## src/rtl/midi_note_tracker_pkg.sv

```systemverilog
// Shared constants for the MIDI note tracker: status nibbles, system-byte limits,
// parser states and helpers that map a status nibble to its data-byte sequence.
package midi_note_tracker_pkg;

  localparam logic [3:0] NIB_NOTE_OFF = 4'h8;
  localparam logic [3:0] NIB_NOTE_ON  = 4'h9;
  localparam logic [3:0] NIB_POLY_AT  = 4'hA;
  localparam logic [3:0] NIB_CC       = 4'hB;
  localparam logic [3:0] NIB_PROG     = 4'hC;
  localparam logic [3:0] NIB_CH_AT    = 4'hD;
  localparam logic [3:0] NIB_PITCH    = 4'hE;

  localparam logic [7:0] SYS_COMMON_MIN   = 8'hF0;
  localparam logic [7:0] SYS_RT_MIN       = 8'hF8;
  localparam logic [6:0] CC_ALL_NOTES_OFF = 7'h7B;

  typedef enum logic [2:0] {
    ST_IDLE  = 3'd0,
    ST_DATA1 = 3'd1,
    ST_DATA2 = 3'd2,
    ST_SKIP1 = 3'd3,
    ST_SKIP2 = 3'd4,
    ST_DROP  = 3'd5
  } parser_state_t;

  // State entered right after an accepted channel status byte.
  function automatic parser_state_t status_entry_state(input logic [3:0] nib);
    case (nib)
      NIB_NOTE_OFF, NIB_NOTE_ON, NIB_CC: return ST_DATA1;
      NIB_PROG, NIB_CH_AT:               return ST_SKIP1;
      NIB_POLY_AT, NIB_PITCH:            return ST_SKIP2;
      default:                           return ST_DROP;
    endcase
  endfunction

  // State after the first data byte of a running-status message seen in IDLE.
  function automatic parser_state_t running_entry_state(input logic [3:0] nib);
    case (nib)
      NIB_NOTE_OFF, NIB_NOTE_ON, NIB_CC: return ST_DATA2;
      NIB_PROG, NIB_CH_AT:               return ST_IDLE;
      default:                           return ST_SKIP1;
    endcase
  endfunction

endpackage

```

## src/rtl/midi_note_tracker_note_stack.sv

```systemverilog
// Last-note-priority stack of 7-bit keys; index 0 is the oldest entry, the top is
// entry count-1. Keys are kept unique, so a remove matches at most one entry.
module note_stack #(
  parameter int STACK_DEPTH = 4
) (
  input  logic       clk_i,
  input  logic       nrst_i,
  input  logic       push_i,
  input  logic       remove_i,
  input  logic       clear_i,
  input  logic [6:0] key_i,
  output logic [6:0] top_o,
  output logic [3:0] count_o,
  output logic       empty_o
);

  localparam logic [3:0] DEPTH_C = 4'(STACK_DEPTH);

  logic [6:0] entry_reg  [STACK_DEPTH];
  logic [6:0] entry_next [STACK_DEPTH];
  logic [6:0] entry_rm   [STACK_DEPTH];
  logic [3:0] count_reg, count_next, count_rm;
  logic [STACK_DEPTH-1:0] match;
  logic [STACK_DEPTH-1:0] passed;
  logic hit;

  // entry_rm is the stack with key_i removed and everything above it shifted down
  genvar gi;
  generate
    for (gi = 0; gi < STACK_DEPTH; gi++) begin : g_slot
      assign match[gi] = (4'(gi) < count_reg) && (entry_reg[gi] == key_i);
      if (gi == 0) begin : g_first
        assign passed[gi] = match[gi];
      end else begin : g_rest
        assign passed[gi] = passed[gi-1] | match[gi];
      end
      if (gi == STACK_DEPTH - 1) begin : g_top
        assign entry_rm[gi] = passed[gi] ? 7'd0 : entry_reg[gi];
      end else begin : g_low
        assign entry_rm[gi] = passed[gi] ? entry_reg[gi+1] : entry_reg[gi];
      end
    end
  endgenerate

  assign hit      = |match;
  assign count_rm = count_reg - {3'b000, hit};

  always_comb begin
    entry_next = entry_reg;
    count_next = count_reg;
    if (clear_i) begin
      count_next = 4'd0;
    end else if (push_i) begin
      if (count_rm == DEPTH_C) begin
        for (int i = 0; i < STACK_DEPTH - 1; i++) entry_next[i] = entry_rm[i+1];
        entry_next[STACK_DEPTH-1] = key_i;
        count_next = DEPTH_C;
      end else begin
        entry_next = entry_rm;
        for (int i = 0; i < STACK_DEPTH; i++) begin
          if (4'(i) == count_rm) entry_next[i] = key_i;
        end
        count_next = count_rm + 4'd1;
      end
    end else if (remove_i) begin
      entry_next = entry_rm;
      count_next = count_rm;
    end
  end

  always_comb begin
    top_o = 7'd0;
    for (int i = 0; i < STACK_DEPTH; i++) begin
      if (4'(i) + 4'd1 == count_reg) top_o = entry_reg[i];
    end
  end

  always_ff @(posedge clk_i or negedge nrst_i) begin
    if (!nrst_i) begin
      for (int i = 0; i < STACK_DEPTH; i++) entry_reg[i] <= 7'd0;
      count_reg <= 4'd0;
    end else begin
      entry_reg <= entry_next;
      count_reg <= count_next;
    end
  end

  assign count_o = count_reg;
  assign empty_o = (count_reg == 4'd0);

endmodule

```

## src/rtl/midi_note_tracker.sv

```systemverilog
// MIDI byte-stream parser with running status feeding a last-note-priority stack;
// drives oscillator note, gate and a one-cycle phase-reset pulse on each note-on.
module midi_note_tracker
  import midi_note_tracker_pkg::*;
#(
  parameter int         STACK_DEPTH = 4,
  parameter logic [3:0] MIDI_CH     = 4'd0
) (
  input  logic       clk_i,
  input  logic       nrst_i,
  input  logic [7:0] rxData_i,
  input  logic       rxValid_i,
  output logic [7:0] note_o,
  output logic       gate_o,
  output logic       phaseRst_o,
  output logic [3:0] stackCnt_o
);

  parser_state_t state_reg, state_next;
  logic       rs_valid_reg, rs_valid_next;
  logic [3:0] rs_nib_reg, rs_nib_next;
  logic [6:0] key_reg, key_next;
  logic       phase_rst_reg, phase_rst_next;
  logic [6:0] note_hold_reg;
  logic       push, remove, clear;
  logic [6:0] stack_top;
  logic [3:0] stack_cnt;
  logic       stack_empty;

  always_comb begin
    state_next     = state_reg;
    rs_valid_next  = rs_valid_reg;
    rs_nib_next    = rs_nib_reg;
    key_next       = key_reg;
    phase_rst_next = 1'b0;
    push           = 1'b0;
    remove         = 1'b0;
    clear          = 1'b0;
    // Real-time bytes fall through untouched
    if (rxValid_i && (rxData_i < SYS_RT_MIN)) begin
      if (rxData_i[7]) begin
        if (rxData_i >= SYS_COMMON_MIN) begin
          rs_valid_next = 1'b0;
          state_next    = ST_DROP;
        end else if (rxData_i[3:0] == MIDI_CH) begin
          rs_valid_next = 1'b1;
          rs_nib_next   = rxData_i[7:4];
          state_next    = status_entry_state(rxData_i[7:4]);
        end else begin
          rs_valid_next = 1'b0;
          state_next    = ST_DROP;
        end
      end else begin
        case (state_reg)
          ST_IDLE: begin
            if (rs_valid_reg) begin
              key_next   = rxData_i[6:0];
              state_next = running_entry_state(rs_nib_reg);
            end
          end
          ST_DATA1: begin
            key_next   = rxData_i[6:0];
            state_next = ST_DATA2;
          end
          ST_DATA2: begin
            state_next = ST_IDLE;
            case (rs_nib_reg)
              NIB_NOTE_ON: begin
                if (rxData_i[6:0] != 7'd0) begin
                  push           = 1'b1;
                  phase_rst_next = 1'b1;
                end else begin
                  remove = 1'b1;
                end
              end
              NIB_NOTE_OFF: remove = 1'b1;
              NIB_CC:       clear  = (key_reg == CC_ALL_NOTES_OFF);
              default:      ;
            endcase
          end
          ST_SKIP2: state_next = ST_SKIP1;
          ST_SKIP1: state_next = ST_IDLE;
          default:  state_next = state_reg;
        endcase
      end
    end
  end

  always_ff @(posedge clk_i or negedge nrst_i) begin
    if (!nrst_i) begin
      state_reg     <= ST_IDLE;
      rs_valid_reg  <= 1'b0;
      rs_nib_reg    <= 4'd0;
      key_reg       <= 7'd0;
      phase_rst_reg <= 1'b0;
      note_hold_reg <= 7'd0;
    end else begin
      state_reg     <= state_next;
      rs_valid_reg  <= rs_valid_next;
      rs_nib_reg    <= rs_nib_next;
      key_reg       <= key_next;
      phase_rst_reg <= phase_rst_next;
      note_hold_reg <= note_o[6:0];
    end
  end

  note_stack #(
    .STACK_DEPTH(STACK_DEPTH)
  ) u_stack (
    .clk_i   (clk_i),
    .nrst_i  (nrst_i),
    .push_i  (push),
    .remove_i(remove),
    .clear_i (clear),
    .key_i   (key_reg),
    .top_o   (stack_top),
    .count_o (stack_cnt),
    .empty_o (stack_empty)
  );

  // An empty stack keeps presenting the last sounded note
  assign note_o     = {1'b0, stack_empty ? note_hold_reg : stack_top};
  assign gate_o     = ~stack_empty;
  assign phaseRst_o = phase_rst_reg;
  assign stackCnt_o = stack_cnt;

endmodule

```

## config.mk

```make
export PLATFORM = sky130hd
export DESIGN_NAME = midi_note_tracker
export DESIGN_NICKNAME = d
export VERILOG_FILES = /design/src/rtl/midi_note_tracker_pkg.sv /design/src/rtl/midi_note_tracker_note_stack.sv /design/src/rtl/midi_note_tracker.sv
export SDC_FILE = /design/constraint.sdc
export NUM_CORES = 1
export LEC_CHECK = 0
export BUFFER_PORTS_ARGS = -buffer_cell sky130_fd_sc_hd__buf_2
export CAP_MARGIN = 10
export CORE_ASPECT_RATIO = 0.8
export CORE_MARGIN = 10
export CORE_UTILIZATION = 45
export CTS_CLUSTER_DIAMETER = 60
export DETAILED_ROUTE_END_ITERATION = 8
export GPL_ROUTABILITY_DRIVEN = 0
export SLEW_MARGIN = 20
export SYNTH_ARGS = -nofsm -noshare
export SYNTH_HDL_FRONTEND = slang
export SYNTH_SLANG_ARGS = --single-unit
```

## constraint.sdc

```tcl
create_clock -name clk_i -period 3.85 [get_ports clk_i]
set_input_delay 0.77 -clock clk_i [delete_from_list [all_inputs] [get_ports clk_i]]
set_output_delay 0.77 -clock clk_i [all_outputs]
set_load 0.01 [all_outputs]
```

==> flow_results.org <==
** Status
- Outcome :: finished, final reports clean

** Power
- For this design the static power due to leakage is 1.86 nW.
- PD cells :: 426 nW/µm²
- VDD IR max :: 0.391 mV
- Total Power :: 1.90 mW

** Yosys
- Synthesis produced 424 cells.
- The mapped netlist covers 3990 µm².
- After synthesis, the share of flip-flops with an asynchronous set or reset is 1.00.
- Synthesis warning total :: 0
- Number of synthesized register bits :: 55
- After synthesis, the netlist uses 73 different library cells.
- A synthesized cell averages 9.41 µm².
- Post-synth EDFFs :: 0
- Fraction of the yosys area taken by sequential cells :: 0.345
- The number of nets in the synthesized netlist is 441.
- Main synth FF type :: sky130_fd_sc_hd__dfrtp_1

** Critical path
- Traced cell by cell, the critical path runs through xnor2_1 > nand4_1 > or4_4 > and4_1 > inv_2 > ha_1 > ha_2 > ha_2 > nor4bb_4 > a31oi_4 > a21oi_2 > o21ai_2 > a22o_1.
- Among the stages of the critical path, the cell type that occurs most often is sky130_fd_sc_hd__ha_2.
- Req. time, crit path :: 4.06 ns
- In this run the number of cells on the critical path is 13.
- Setup crit end :: u_stack.entry_reg[3]
- Worst Path Buf+Inv :: 1
- Arrival time at the worst endpoint :: 3.84 ns
- The setup path with the least slack is of type reg2reg.
- Crit-path leading delay family :: simple AND/OR/NAND/NOR gates
- The worst register-to-register path has a depth of 13.
- For flop-to-flop paths, the worst setup slack is 0.21 ns.
- Endpoint of the worst register-to-register path :: u_stack.entry_reg[3]
- Worst stage delay on the critical path :: 0.55 ns
- The startpoint identified for the worst register-to-register timing path is u_stack.entry_reg[22].
- Kind of capture point of the worst setup path :: flip-flop
- Tracing the worst setup path back leads to its startpoint at u_stack.entry_reg[22].
- In this run the worst path has a maximum fanout of 8.
- CP max stage cell :: sky130_fd_sc_hd__or4_4
- STA classifies the critical path startpoint as a flip-flop.

** Finish
- Fill cell count :: 828
- In the final layout, the share of cells above drive strength 1 is 0.227.
- The final layout contains 479 nets.
- Growth of design area from synthesis to finish :: 11.9%
- Max reg flops :: 28
- 0 antenna diodes ended up in the layout.

** Die
- From left edge to right edge, the die measures 125 µm.
- Core area :: 8560 µm²
- The die is 104 µm tall.
- For this configuration, the core starts out at a cell density of 0.466.
- The floorplan step defined a die boundary enclosing 13,100 µm².
- During I/O placement, the number of pins put on the boundary was 25.
- In this run the core area contains 30 standard-cell rows.

** Timing
- Final hold violation count :: 0
- Setup repair after global routing missed its margin :: no
- The number of pins exceeding their max-slew limit in the final report is 0.
- The worst pin sits at a relative slew slack of 0.370.
- Based on the critical path, the design can be clocked at up to 275 MHz.
- Of the available clock period, the critical path in the final layout requires 0.944.
- Setup TNS after final layout :: 0 ns
- Post-route clock skew :: 0.0112 ns
- Shortest period the worst path allows :: 3.64 ns
- Count of endpoints failing setup in the final report :: 0
- Slew at the pin closest to its max-slew limit :: 0.944 ns

** Clocking
- Hold-fix buffers at CTS :: 0
- Setup repair bufs after CTS :: 0
- For the worst-skew pair, the clock arrives at the later sink with an insertion delay of 0.32 ns.
- Buffers from clock root to sink, at most :: 2
- TritonCTS built the clock tree.
- Count of H-tree levels built during CTS :: 2
- Number of sinks driven by the clock tree :: 55
- The tree is rooted in a sky130_fd_sc_hd__clkbuf_8.
- Counting the buffers created by CTS gives 5.
- After clock tree synthesis, the clock-pin slew on the worst setup and hold paths is 0.11 ns.

** Route
- Drt first-iter violations :: 419
- Before antenna repair, the detailed router went through 5 iterations.
- The detailed router placed 3,497 vias in this run.
- Sum of routed wire length over all layers :: 12,100 µm
- After detailed routing, the average wire length per cell comes to 21.0 µm.
- Once detail routing completed, the nets flagged for antenna violations numbered 0.
- For this run, design rule violations remaining after detail routing come to 0.
- Using the TritonRoute via totals, the vias-per-cell ratio works out to 6.08.

** Global route
- The first global-routing pass estimated 19,300 µm of wire.
- Summed over all layers, the global routing overflow is 0.
- Initial antenna violation count :: 0
- In the global route stage, overall resource usage came out at 0.179.
- Entering global routing, the biggest net connects 43 pins.
- Vias in the first global route :: 3,418

** Place
- Number of port buffers :: 23
- Detailed placement finished with a half-perimeter wire length of 9180 µm.

** Hold path
- The min-delay analysis places its worst path in the category in2async.

** Job
- Maxcap violations :: 0
-- report_power, final --
group          switching, mW  total (mW)  leakage [nW]  internal, mW
clock network          0.200       0.325        0.0477         0.125
registers              0.108       0.762         0.716         0.654
logic                  0.477       0.813          1.10         0.336
total                  0.785        1.90          1.86          1.11
-- through the flow --
| stage | cells | area, µm² | hold slack (ns) | util | worst slack [ns] |
|---|---|---|---|---|---|
| 5_1_grt | 575 | 4460 | 0.465 | 0.521 | 0.00699 |
| 2_1_floorplan | 424 | 3990 | 0.471 | - | 0.0135 |
| 3_3_place_gp | 567 | 4320 | 0.499 | 0.505 | 0.123 |
| 4_1_cts | 575 | 4400 | 0.532 | 0.514 | 0.0126 |
| 3_5_place_dp | 567 | 4320 | 0.508 | 0.505 | 0.0340 |
| 6_report | 575 | 4460 | 0.437 | 0.521 | 0.215 |
-- kinds of logic after synthesis --
| logic type | share of synthesized area |
|---|---|
| flops | 0.345 |
| buf+inv | 0.0555 |
| xor+xnor | 0.0718 |
| fa+ha+maj | 0.0213 |
| mux | 0.0891 |
| compound gates | 0.245 |
| simple gates | 0.171 |
| other cells | 0.000940 |
-- cell type report --
cell class              count  area [µm²]  area share
repair buffers             54         350      0.0785
clock buffers               5        68.8      0.0154
flip-flops and latches     55        1380       0.308
inverters                  17        63.8      0.0143
well taps                 112         140      0.0314
multi-input cells         329        2450       0.549
clock inverters             3        15.0     0.00336
-- cell usage in the layout, fill, tap and decap left out, types with 10 or more instances in the layout --
cell type,count
sky130_fd_sc_hd__inv_1,15
sky130_fd_sc_hd__a21oi_1,26
sky130_fd_sc_hd__buf_4,32
sky130_fd_sc_hd__mux2_2,11
sky130_fd_sc_hd__nand2_1,35
sky130_fd_sc_hd__mux2i_1,22
sky130_fd_sc_hd__o21ai_0,29
sky130_fd_sc_hd__buf_2,22
sky130_fd_sc_hd__nor2_1,28
sky130_fd_sc_hd__dfrtp_1,55
sky130_fd_sc_hd__nor3_1,10
sky130_fd_sc_hd__xor2_1,21
-- Yosys cell counts (2+ instances only) --
master / number / area (µm²)
sky130_fd_sc_hd__buf_6: 7 / 78.8
sky130_fd_sc_hd__a21o_1: 4 / 30.0
sky130_fd_sc_hd__nor4_4: 2 / 42.5
sky130_fd_sc_hd__mux2i_1: 22 / 220
sky130_fd_sc_hd__and4_1: 2 / 17.5
sky130_fd_sc_hd__buf_4: 2 / 15.0
sky130_fd_sc_hd__o22ai_1: 7 / 43.8
sky130_fd_sc_hd__nand4_1: 4 / 25.0
sky130_fd_sc_hd__dfrtp_1: 55 / 1380
sky130_fd_sc_hd__o22a_1: 7 / 61.3
sky130_fd_sc_hd__nor2_1: 29 / 109
sky130_fd_sc_hd__xnor2_2: 2 / 32.5
sky130_fd_sc_hd__a32o_1: 3 / 30.0
sky130_fd_sc_hd__a221oi_1: 9 / 78.8
sky130_fd_sc_hd__inv_1: 15 / 56.3
sky130_fd_sc_hd__nor3_1: 10 / 50.1
sky130_fd_sc_hd__a22oi_1: 7 / 52.6
sky130_fd_sc_hd__o32ai_1: 2 / 17.5
sky130_fd_sc_hd__xnor2_1: 8 / 70.1
sky130_fd_sc_hd__a21oi_1: 26 / 130
sky130_fd_sc_hd__mux2_2: 11 / 124
sky130_fd_sc_hd__a31oi_1: 2 / 12.5
sky130_fd_sc_hd__a211oi_1: 7 / 52.6
sky130_fd_sc_hd__xor2_1: 21 / 184
sky130_fd_sc_hd__o21ai_1: 2 / 10.0
sky130_fd_sc_hd__nor2b_1: 5 / 31.3
sky130_fd_sc_hd__nor4_1: 4 / 25.0
sky130_fd_sc_hd__buf_2: 9 / 45.0
sky130_fd_sc_hd__or3_1: 2 / 12.5
sky130_fd_sc_hd__clkbuf_1: 4 / 15.0
sky130_fd_sc_hd__nand2b_1: 4 / 25.0
sky130_fd_sc_hd__o21ai_0: 29 / 145
sky130_fd_sc_hd__nand2_1: 36 / 135
sky130_fd_sc_hd__o21a_1: 2 / 15.0
sky130_fd_sc_hd__a22o_1: 8 / 70.1
sky130_fd_sc_hd__nor2_2: 2 / 12.5
sky130_fd_sc_hd__nand3_1: 8 / 40.0
sky130_fd_sc_hd__a221oi_2: 3 / 45.0
sky130_fd_sc_hd__a221o_1: 3 / 30.0
sky130_fd_sc_hd__ha_1: 6 / 75.1
-- layer usage --
layer | wire length (µm) | vias to the layer above | track usage
met2 | 5030 | 149 | 0.254
met3 | 960 | 13 | 0.0413
li1 | - | 1645 | -
met4 | 129 | 0 | 0.0353
met5 | 0 | - | 0
met1 | 5950 | 1690 | 0.268
-- repair_timing --
action | 4_1_cts | 5_1_grt
gates resized for setup | 0 | 11
endpoints found under the setup margin | 0 | 27
hold endpoints to repair | 0 | 0
-- how the worst min path moves through the flow --
| stage | end | startpoint | slack [ns] |
|---|---|---|---|
| finish | u_stack.count_o[3] | nrst_i | 0.44 |
| global route | u_stack.entry_reg[7] | nrst_i | 0.47 |
| CTS | rs_valid_reg | rs_valid_reg | 0.53 |
| detailed placement | rs_valid_reg | rs_valid_reg | 0.51 |
| global placement | rs_valid_reg | rs_valid_reg | 0.50 |
| floorplan | key_reg[0] | nrst_i | 0.47 |
(Power assumes the default switching activity.)
